## src/rtl/csr_commit_seq.sv

```systemverilog
// CSR commit sequencer: performs the read-modify-write of one CSR instruction
// at the ROB head, returns the old value on the writeback bus and retires it.
module csr_commit_seq #(
    parameter int WORD_WIDTH     = 32,
    parameter int ROB_DEPTH      = 16,
    parameter int CSR_ADDR_WIDTH = 12
) (
    input  logic                         clk,
    input  logic                         rst,
    input  logic                         rob_head_valid,
    input  logic [2:0]                   rob_head_csr_op,
    input  logic [CSR_ADDR_WIDTH-1:0]    rob_head_csr_addr,
    input  logic [WORD_WIDTH-1:0]        rob_head_rs1_data,
    input  logic [4:0]                   rob_head_uimm,
    input  logic                         rob_head_rd_en,
    input  logic [$clog2(ROB_DEPTH)-1:0] rob_head_Paddr,
    input  logic                         rob_flush,
    output logic [CSR_ADDR_WIDTH-1:0]    csr_rd_addr,
    input  logic [WORD_WIDTH-1:0]        csr_rd_data,
    output logic                         csr_we,
    output logic [CSR_ADDR_WIDTH-1:0]    csr_w_addr,
    output logic [WORD_WIDTH-1:0]        csr_w_data,
    output logic                         wb_csr_valid,
    output logic [WORD_WIDTH-1:0]        wb_csr_data,
    output logic [$clog2(ROB_DEPTH)-1:0] wb_csr_dst_Paddr,
    output logic                         csr_commit_done,
    output logic                         csr_busy
);

    localparam int PADDR_W = $clog2(ROB_DEPTH);

    localparam logic [2:0] OP_RW  = 3'd1;
    localparam logic [2:0] OP_RS  = 3'd2;
    localparam logic [2:0] OP_RC  = 3'd3;
    localparam logic [2:0] OP_RWI = 3'd4;
    localparam logic [2:0] OP_RSI = 3'd5;
    localparam logic [2:0] OP_RCI = 3'd6;

    typedef enum logic [1:0] {
        IDLE  = 2'd0,
        READ  = 2'd1,
        WRITE = 2'd2,
        DONE  = 2'd3
    } state_t;

    state_t                      state;
    logic [2:0]                  op_q;
    logic [CSR_ADDR_WIDTH-1:0]   addr_q;
    logic [WORD_WIDTH-1:0]       rs1_q;
    logic [4:0]                  uimm_q;
    logic                        rd_en_q;
    logic [PADDR_W-1:0]          paddr_q;
    logic [WORD_WIDTH-1:0]       old_q;

    logic                        accept;
    logic [WORD_WIDTH-1:0]       uimm_ext;
    logic [WORD_WIDTH-1:0]       new_val;
    logic                        write_skip;

    assign accept = rob_head_valid && !rob_flush &&
                    (rob_head_csr_op >= OP_RW) && (rob_head_csr_op <= OP_RCI);

    always_ff @(posedge clk or posedge rst) begin
        if (rst) begin
            state   <= IDLE;
            op_q    <= '0;
            addr_q  <= '0;
            rs1_q   <= '0;
            uimm_q  <= '0;
            rd_en_q <= 1'b0;
            paddr_q <= '0;
            old_q   <= '0;
        end else if (rob_flush) begin
            state <= IDLE;
        end else begin
            case (state)
                IDLE: begin
                    if (accept) begin
                        op_q    <= rob_head_csr_op;
                        addr_q  <= rob_head_csr_addr;
                        rs1_q   <= rob_head_rs1_data;
                        uimm_q  <= rob_head_uimm;
                        rd_en_q <= rob_head_rd_en;
                        paddr_q <= rob_head_Paddr;
                        state   <= READ;
                    end
                end
                READ: begin
                    old_q <= csr_rd_data;
                    state <= WRITE;
                end
                WRITE:   state <= DONE;
                DONE:    state <= IDLE;
                default: state <= IDLE;
            endcase
        end
    end

    assign uimm_ext = {{(WORD_WIDTH-5){1'b0}}, uimm_q};

    always_comb begin
        new_val = old_q;
        case (op_q)
            OP_RW:   new_val = rs1_q;
            OP_RS:   new_val = old_q | rs1_q;
            OP_RC:   new_val = old_q & ~rs1_q;
            OP_RWI:  new_val = uimm_ext;
            OP_RSI:  new_val = old_q | uimm_ext;
            OP_RCI:  new_val = old_q & ~uimm_ext;
            default: new_val = old_q;
        endcase
    end

    // Set/clear forms with rs1 = x0 (or zimm = 0) must not touch the CSR,
    // which matters for CSRs with write side effects.
    assign write_skip = (op_q == OP_RS) || (op_q == OP_RC) ||
                        (op_q == OP_RSI) || (op_q == OP_RCI) ? (uimm_q == 5'd0) : 1'b0;

    always_comb begin
        csr_rd_addr      = '0;
        csr_we           = 1'b0;
        csr_w_addr       = '0;
        csr_w_data       = '0;
        wb_csr_valid     = 1'b0;
        wb_csr_data      = '0;
        wb_csr_dst_Paddr = '0;
        csr_commit_done  = 1'b0;
        csr_busy         = (state != IDLE);
        case (state)
            READ: csr_rd_addr = addr_q;
            WRITE: begin
                csr_w_addr       = addr_q;
                csr_w_data       = new_val;
                csr_we           = !write_skip && !rob_flush;
                wb_csr_valid     = rd_en_q && !rob_flush;
                wb_csr_data      = old_q;
                wb_csr_dst_Paddr = paddr_q;
            end
            DONE: csr_commit_done = !rob_flush;
            default: ;
        endcase
    end

endmodule

```

## config.mk

```make
export PLATFORM = sky130hd
export DESIGN_NAME = csr_commit_seq
export DESIGN_NICKNAME = d
export VERILOG_FILES = /design/src/rtl/csr_commit_seq.sv
export SDC_FILE = /design/constraint.sdc
export NUM_CORES = 1
export LEC_CHECK = 0
export ABC_AREA = 1
export BUFFER_PORTS_ARGS = -buffer_cell sky130_fd_sc_hd__buf_2
export CAP_MARGIN = 20
export CORE_ASPECT_RATIO = 1.25
export CORE_MARGIN = 5
export CORE_UTILIZATION = 46
export DETAILED_ROUTE_END_ITERATION = 8
export PLACE_DENSITY = 0.8
export SLEW_MARGIN = 25
export SYNTH_ARGS = -nofsm -noshare
export SYNTH_HDL_FRONTEND = slang
export SYNTH_SLANG_ARGS = --single-unit
```

## constraint.sdc

```tcl
create_clock -name clk -period 2.6 [get_ports clk]
set_input_delay 0.13 -clock clk [delete_from_list [all_inputs] [get_ports clk]]
set_output_delay 0.13 -clock clk [all_outputs]
set_load 0.02 [all_outputs]
```

== Yosys cells after proc, flatten, opt, wreduce, memory -nomap -nowiden ==
Cells that the tools add are included.
Widths: inputs -> output; s select.

* Add/subtract/negate cells: 0
* $mul: 0
* Div/mod/pow operators: 0
* Order comparisons: 2
* Equality and inequality tests: 10
* Shift-type cells: 0
* Muxes and demuxes: 13
* Bitwise logic cells: 7
* Reduce and logical (&&, ||, !) cells: 15

{| class="wikitable"
|+ Operators with widths
! cell !! count
|-
| $pmux 32 s6 || 1
|-
| $and 32x32->32 || 2
|-
| $mux 32 || 2
|-
| $not 32->32 || 1
|-
| $not 5->32 || 1
|-
| $or 32x32->32 || 1
|-
| $or 32x5->32 || 1
|-
| $mux 12 || 2
|-
| $eq 3x3->1 const B || 3
|-
| $pmux 2 s4 || 1
|-
| $eq 3x2->1 const B || 2
|-
| $logic_and 1x1->1 || 5
|-
| $logic_not 5->1 || 1
|-
| $eq 2x2->1 const B || 2
|-
| $mux 1 || 4
|-
| $mux 2 || 2
|-
| $mux 4 || 1
|-
| $eq 3x1->1 const B || 1
|-
| $ge 3x1->1 const B || 1
|-
| $le 3x3->1 const B || 1
|-
| $logic_or 1x1->1 || 3
|-
| $ne 3x3->1 const B || 1
|-
| $reduce_and 3->1 || 1
|-
| $eq 2x1->1 const B || 1
|-
| other kinds (5) || 6
|}

* Bits in registers: 91
* Latch bits: 0
* Bits in writable memories: 0
* ROM bits: 0
* Input port bits: 93
* Word-level logic and storage cells: 55
* Memories kept: 0

== Longest topological paths before layout ==
* Depth in word-level cells: 8
* Gate-level depth with buffers: 10

== Least setup slack after synthesis ==
Ideal clock, no wire load.

* Path type: reg-to-output
* Start: reg state[0]
* End: out csr_w_data[11]
* Arrival time: 1.605 ns
* Required time: 2.470 ns
* Path slack: 0.865 ns
* Stages on the path, launching flop included: 9
* Buffers on the path: 2
* Path through: dfrtp_1 -> inv_1 -> ha_1 -> clkbuf_1 -> inv_1 -> nor3_4 -> buf_6 -> nand2_1 -> nand2_1

* Word-level cells in the longest chain between the ends: 2

{| class="wikitable"
|+ Ends and longest elaborated chain
! what !! line !! RTL
|-
| from (decl) || 46 || <nowiki>state_t state;</nowiki>
|-
| from (signal assigned) || 65 || <nowiki>state <= IDLE;</nowiki>
|-
| from (signal assigned) || 74 || <nowiki>state <= IDLE;</nowiki>
|-
| from (signal assigned) || 85 || <nowiki>state <= READ;</nowiki>
|-
| $eq 2x2->1 || 129 || <nowiki>case (state)</nowiki>
|-
| $mux 32 || 129 ||
|-
| to (decl) || 22 || <nowiki>output logic [WORD_WIDTH-1:0] csr_w_data,</nowiki>
|}

No other way between the ends.

== Final worst setup path ==
* Start: reg op_q[0]
* End: out csr_w_data[6]

* Word-level cells in the longest chain between the ends: 3
* Elaborated cells between the ends (all ways): 8
* Classes of those cells: 6 x eq/ne; 2 x mux

{| class="wikitable"
|+ Ends and longest elaborated chain
! what !! line !! RTL
|-
| from (decl) || 47 || <nowiki>logic [2:0] op_q;</nowiki>
|-
| from (signal assigned) || 79 || <nowiki>op_q <= rob_head_csr_op;</nowiki>
|-
| $eq 3x3->1 (tied with other cells) || 103 || <nowiki>case (op_q)</nowiki>
|-
| $pmux 32 s6 * || 103 ||
|-
| $mux 32 * || 129 ||
|}

Mark *: on every way between the ends. The rest lies on a longest branch, timed or not.

==> results.py <==
metrics = {
    "floorplanning": {
        "rows": 44,
        "coreArea_um2": 11670,
        "die_w_um": 108.0,
        "die_y_um": 132.5,
        "io_pins": 189,
        "initial_core_util_pct": 47.31,
        "dieArea_um2": 14310,
    },
    "setup_path": {
        "path_class": "reg2out",
        "worst_r2r_path_depth": 5,
        "max_stage_delay_ns": 0.45,
        "crit_top_cell": "nand2_1",
        "reg2reg_to": "old_q[17]$_DFFE_PP0P_",
        "slowest_stage": "dfrtp_1",
        "start_kind": "register",
        "r2r_start": "state[1]$_DFFE_PP0P_",
        "rrSetupSlack_ns": 0.85,
        "end_kind": "output port",
        "worstPathArrival_ns": 2.17,
        "cp.required_ns": 2.47,
        "crit_chain": "nor2_2, nand2_1, nand2_1, nor2_8, nor2_8, nand2_1, nand2_1, nand2_1, buf_2",
        "worstPathMaxFanout": 27,
    },
    "clock_network": {
        "cts_resized": 0,
        "cts_tree": "done",
        "cts_setup_buffers": 0,
        "clockBufferDepth": 2,
        "clk_latency_ns": 0.33,
        "cts_made_buffers": 9,
        "cts.sinks": 91,
        "htree_levels": 3,
        "hold_buffers": 1,
        "path_clk_slew_ns": 0.06,
        "cts_root_buf": "clkbuf_16",
    },
    "finish": {
        "nNetsFinal": 1075,
        "diodes": 0,
        "layout_common_cells": "317 x nand2_1, 188 x buf_2, 123 x inv_1",
        "layout-drive-gt1-share_pct": 28.72,
        "final_common_cell": "nand2_1",
        "areaGrowthSynthToFinish_pct": 25.06,
    },
    "global_routing": {
        "grt_pass1_vias": 5083,
        "antenna_found_initial": 0,
        "grt_pass1_wl_mm": 23.86,
        "grt_max_degree": 55,
        "grt.overflow.total": 0,
        "grtUsageTotal_pct": 20.54,
    },
    "power_and_ir_drop": {
        "p_leak_nw": 4.362,
        "comb_power_share_pct": 51.4,
        "internal_power_mw": 4.275,
        "p_clk_share_pct": 16.4,
        "seq_power_share_pct": 32.2,
        "powerDensity_nw_per_um2": 1132,
        "switching_share_pct": 45.33,
        "ir_worst_vdd_v": 0.0007131,
        "power_mw": 7.820,
        "p_switching_mw": 3.545,
    },
    "sta": {
        "finalSetupViolCount": 0,
        "slew_headroom_pct": 61.60,
        "min_period_over_period_pct": 88.52,
        "max_freq_ghz": 0.4345,
        "tns_ns": 0,
        "rsz0062_at_grt": "no",
        "worstMarginPinSlew_ns": 0.5760,
        "drv_slew": 0,
        "fin_hold_ws_ns": 0.02827,
        "finClkSkew_ns": 0.007428,
        "post-route-min-period_ns": 2.302,
        "finalHoldViolCount": 0,
    },
    "drt": {
        "firstDrtPassIters": 4,
        "drc": 0,
        "wl_per_cell_um": 12.45,
        "drt_iter0_markers": 292,
        "ant_nets": 0,
        "wl_mm": 14.23,
        "viasPerCell": 4.628,
        "num_vias": 5290,
    },
    "yosys": {
        "ys.flop_type": "dfrtp_1",
        "synth_cell_types": 26,
        "ys_seq_area_share_pct": 41.24,
        "async_flop_share_pct": 100.0,
        "ys_ff_latch": 91,
        "yosysWarnings": 0,
        "synth_area_um2": 5522,
        "synthCells": 800,
        "synth_edf_count": 0,
        "syn_avg_cell_area_um2": 6.902,
        "syn-num-nets": 897,
    },
    "hold_path": {
        "whs_endpoint": "addr_q[11]$_DFFE_PP0P_",
        "holdCritPathClass": "in2reg",
        "hold_path_depth": 3,
        "hp-start": "rob_head_csr_addr[11]",
    },
    "flow_run": {
        "drv_cap": 0,
    },
    "status": {
        "status": "complete, no violations",
    },
    "placed_design": {
        "hpwl_mm": 10.44,
        "place.gp.congestion": 0.8574,
        "numPortBuffers": 188,
    },
}
-- stage by stage --
| step | setup WS, ns | cell area [um^2] | instances | utilization [%] |
|---|---|---|---|---|
| global placement | 0.6293 | 6600 | 1127 | 56.55 |
| CTS | 0.2494 | 6905 | 1143 | 59.17 |
| floorplan | 0.1064 | 5522 | 800 | - |
| finish | 0.2985 | 6905 | 1143 | 59.17 |
| detailed placement | 0.6171 | 6600 | 1127 | 56.55 |
| global route | 0.04768 | 6905 | 1143 | 59.17 |
-- cell usage after synthesis (2+ instances only) --
master | n | area, um^2
ha_1 | 4 | 50.05
nand3_1 | 43 | 215.2
buf_12 | 2 | 40.04
nand2_2 | 23 | 143.9
nor2_1 | 68 | 255.2
nor2_2 | 2 | 12.51
inv_1 | 124 | 465.5
inv_2 | 3 | 11.26
dfrtp_1 | 91 | 2277
buf_6 | 4 | 45.04
mux2_2 | 27 | 304.0
clkbuf_1 | 14 | 52.55
buf_2 | 13 | 65.06
nand2_1 | 318 | 1194
nor2_8 | 2 | 40.04
a21oi_1 | 51 | 255.2
nor2_4 | 2 | 22.52
-- state kept, by name, summed over array words and instances (netlist names) --
| name | cells |
|---|---|
| addr_q | 12 |
| old_q | 32 |
| op_q | 3 |
| paddr_q | 4 |
| rd_en_q | 1 |
| rs1_q | 32 |
| state | 2 |
| uimm_q | 5 |
-- worst max-delay path: cells and delay by family, from the launching register on --
family	cells	cell delay (ns)
flip-flops	1	0.45
buffers and inverters	1	0.15
AND/OR/NAND/NOR	8	1.24
-- metal layers --
metal,track usage [%],wire length (um)
met1,25.25,6058
met2,35.68,6965
met3,4.922,1063
met4,5.754,139
met5,0,0
-- layout make-up --
| cell class | count | area (um^2) |
|---|---|---|
| sequential | 91 | 2277 |
| fill | 1155 | 4766 |
| inverter | 128 | 485.5 |
| multi-input combinational | 546 | 2560 |
| timing repair buffer | 202 | 1086 |
| clock inverter | 2 | 35.03 |
| clock buffer | 13 | 260.3 |
| tap | 161 | 201.4 |
-- worst max path at each step --
| stage | start | end | slack, ns | cells after the start |
|---|---|---|---|---|
| 4_1_cts | op_q[0]$_DFFE_PP0P_ | csr_w_data[6] | 0.25 | 9 |
| 5_1_grt | op_q[0]$_DFFE_PP0P_ | csr_w_data[8] | 0.05 | 9 |
| 3_5_place_dp | op_q[0]$_DFFE_PP0P_ | csr_w_data[6] | 0.62 | 9 |
| 3_3_place_gp | state[0]$_DFFE_PP0P_ | csr_we | 0.63 | 6 |
| 6_report | op_q[0]$_DFFE_PP0P_ | csr_w_data[6] | 0.30 | 9 |
| 2_1_floorplan | rst | addr_q[0]$_DFFE_PP0P_ | 0.11 | 1 |
-- cell families after synthesis --
| group | Yosys count | synth area share (%) |
|---|---|---|
| AOI/OAI and AO/OA | 51 | 4.623 |
| and+or+nand+nor | 464 | 35.10 |
| DFF | 91 | 41.24 |
| adders and majority gates | 4 | 0.9064 |
| muxes | 27 | 5.506 |
| buffers and inverters | 163 | 12.62 |
-- power by group through the flow --
stage	Clock [mW]	Sequential, mW	Combinational [mW]
3_5_place_dp	0	2.53	4.08
3_3_place_gp	0	2.50	3.98
2_1_floorplan	0	2.43	3.16
6_report	1.28	2.52	4.02
5_1_grt	1.38	2.60	4.55
4_1_cts	1.33	2.51	4.09
Power figures use the tool's default switching activity.
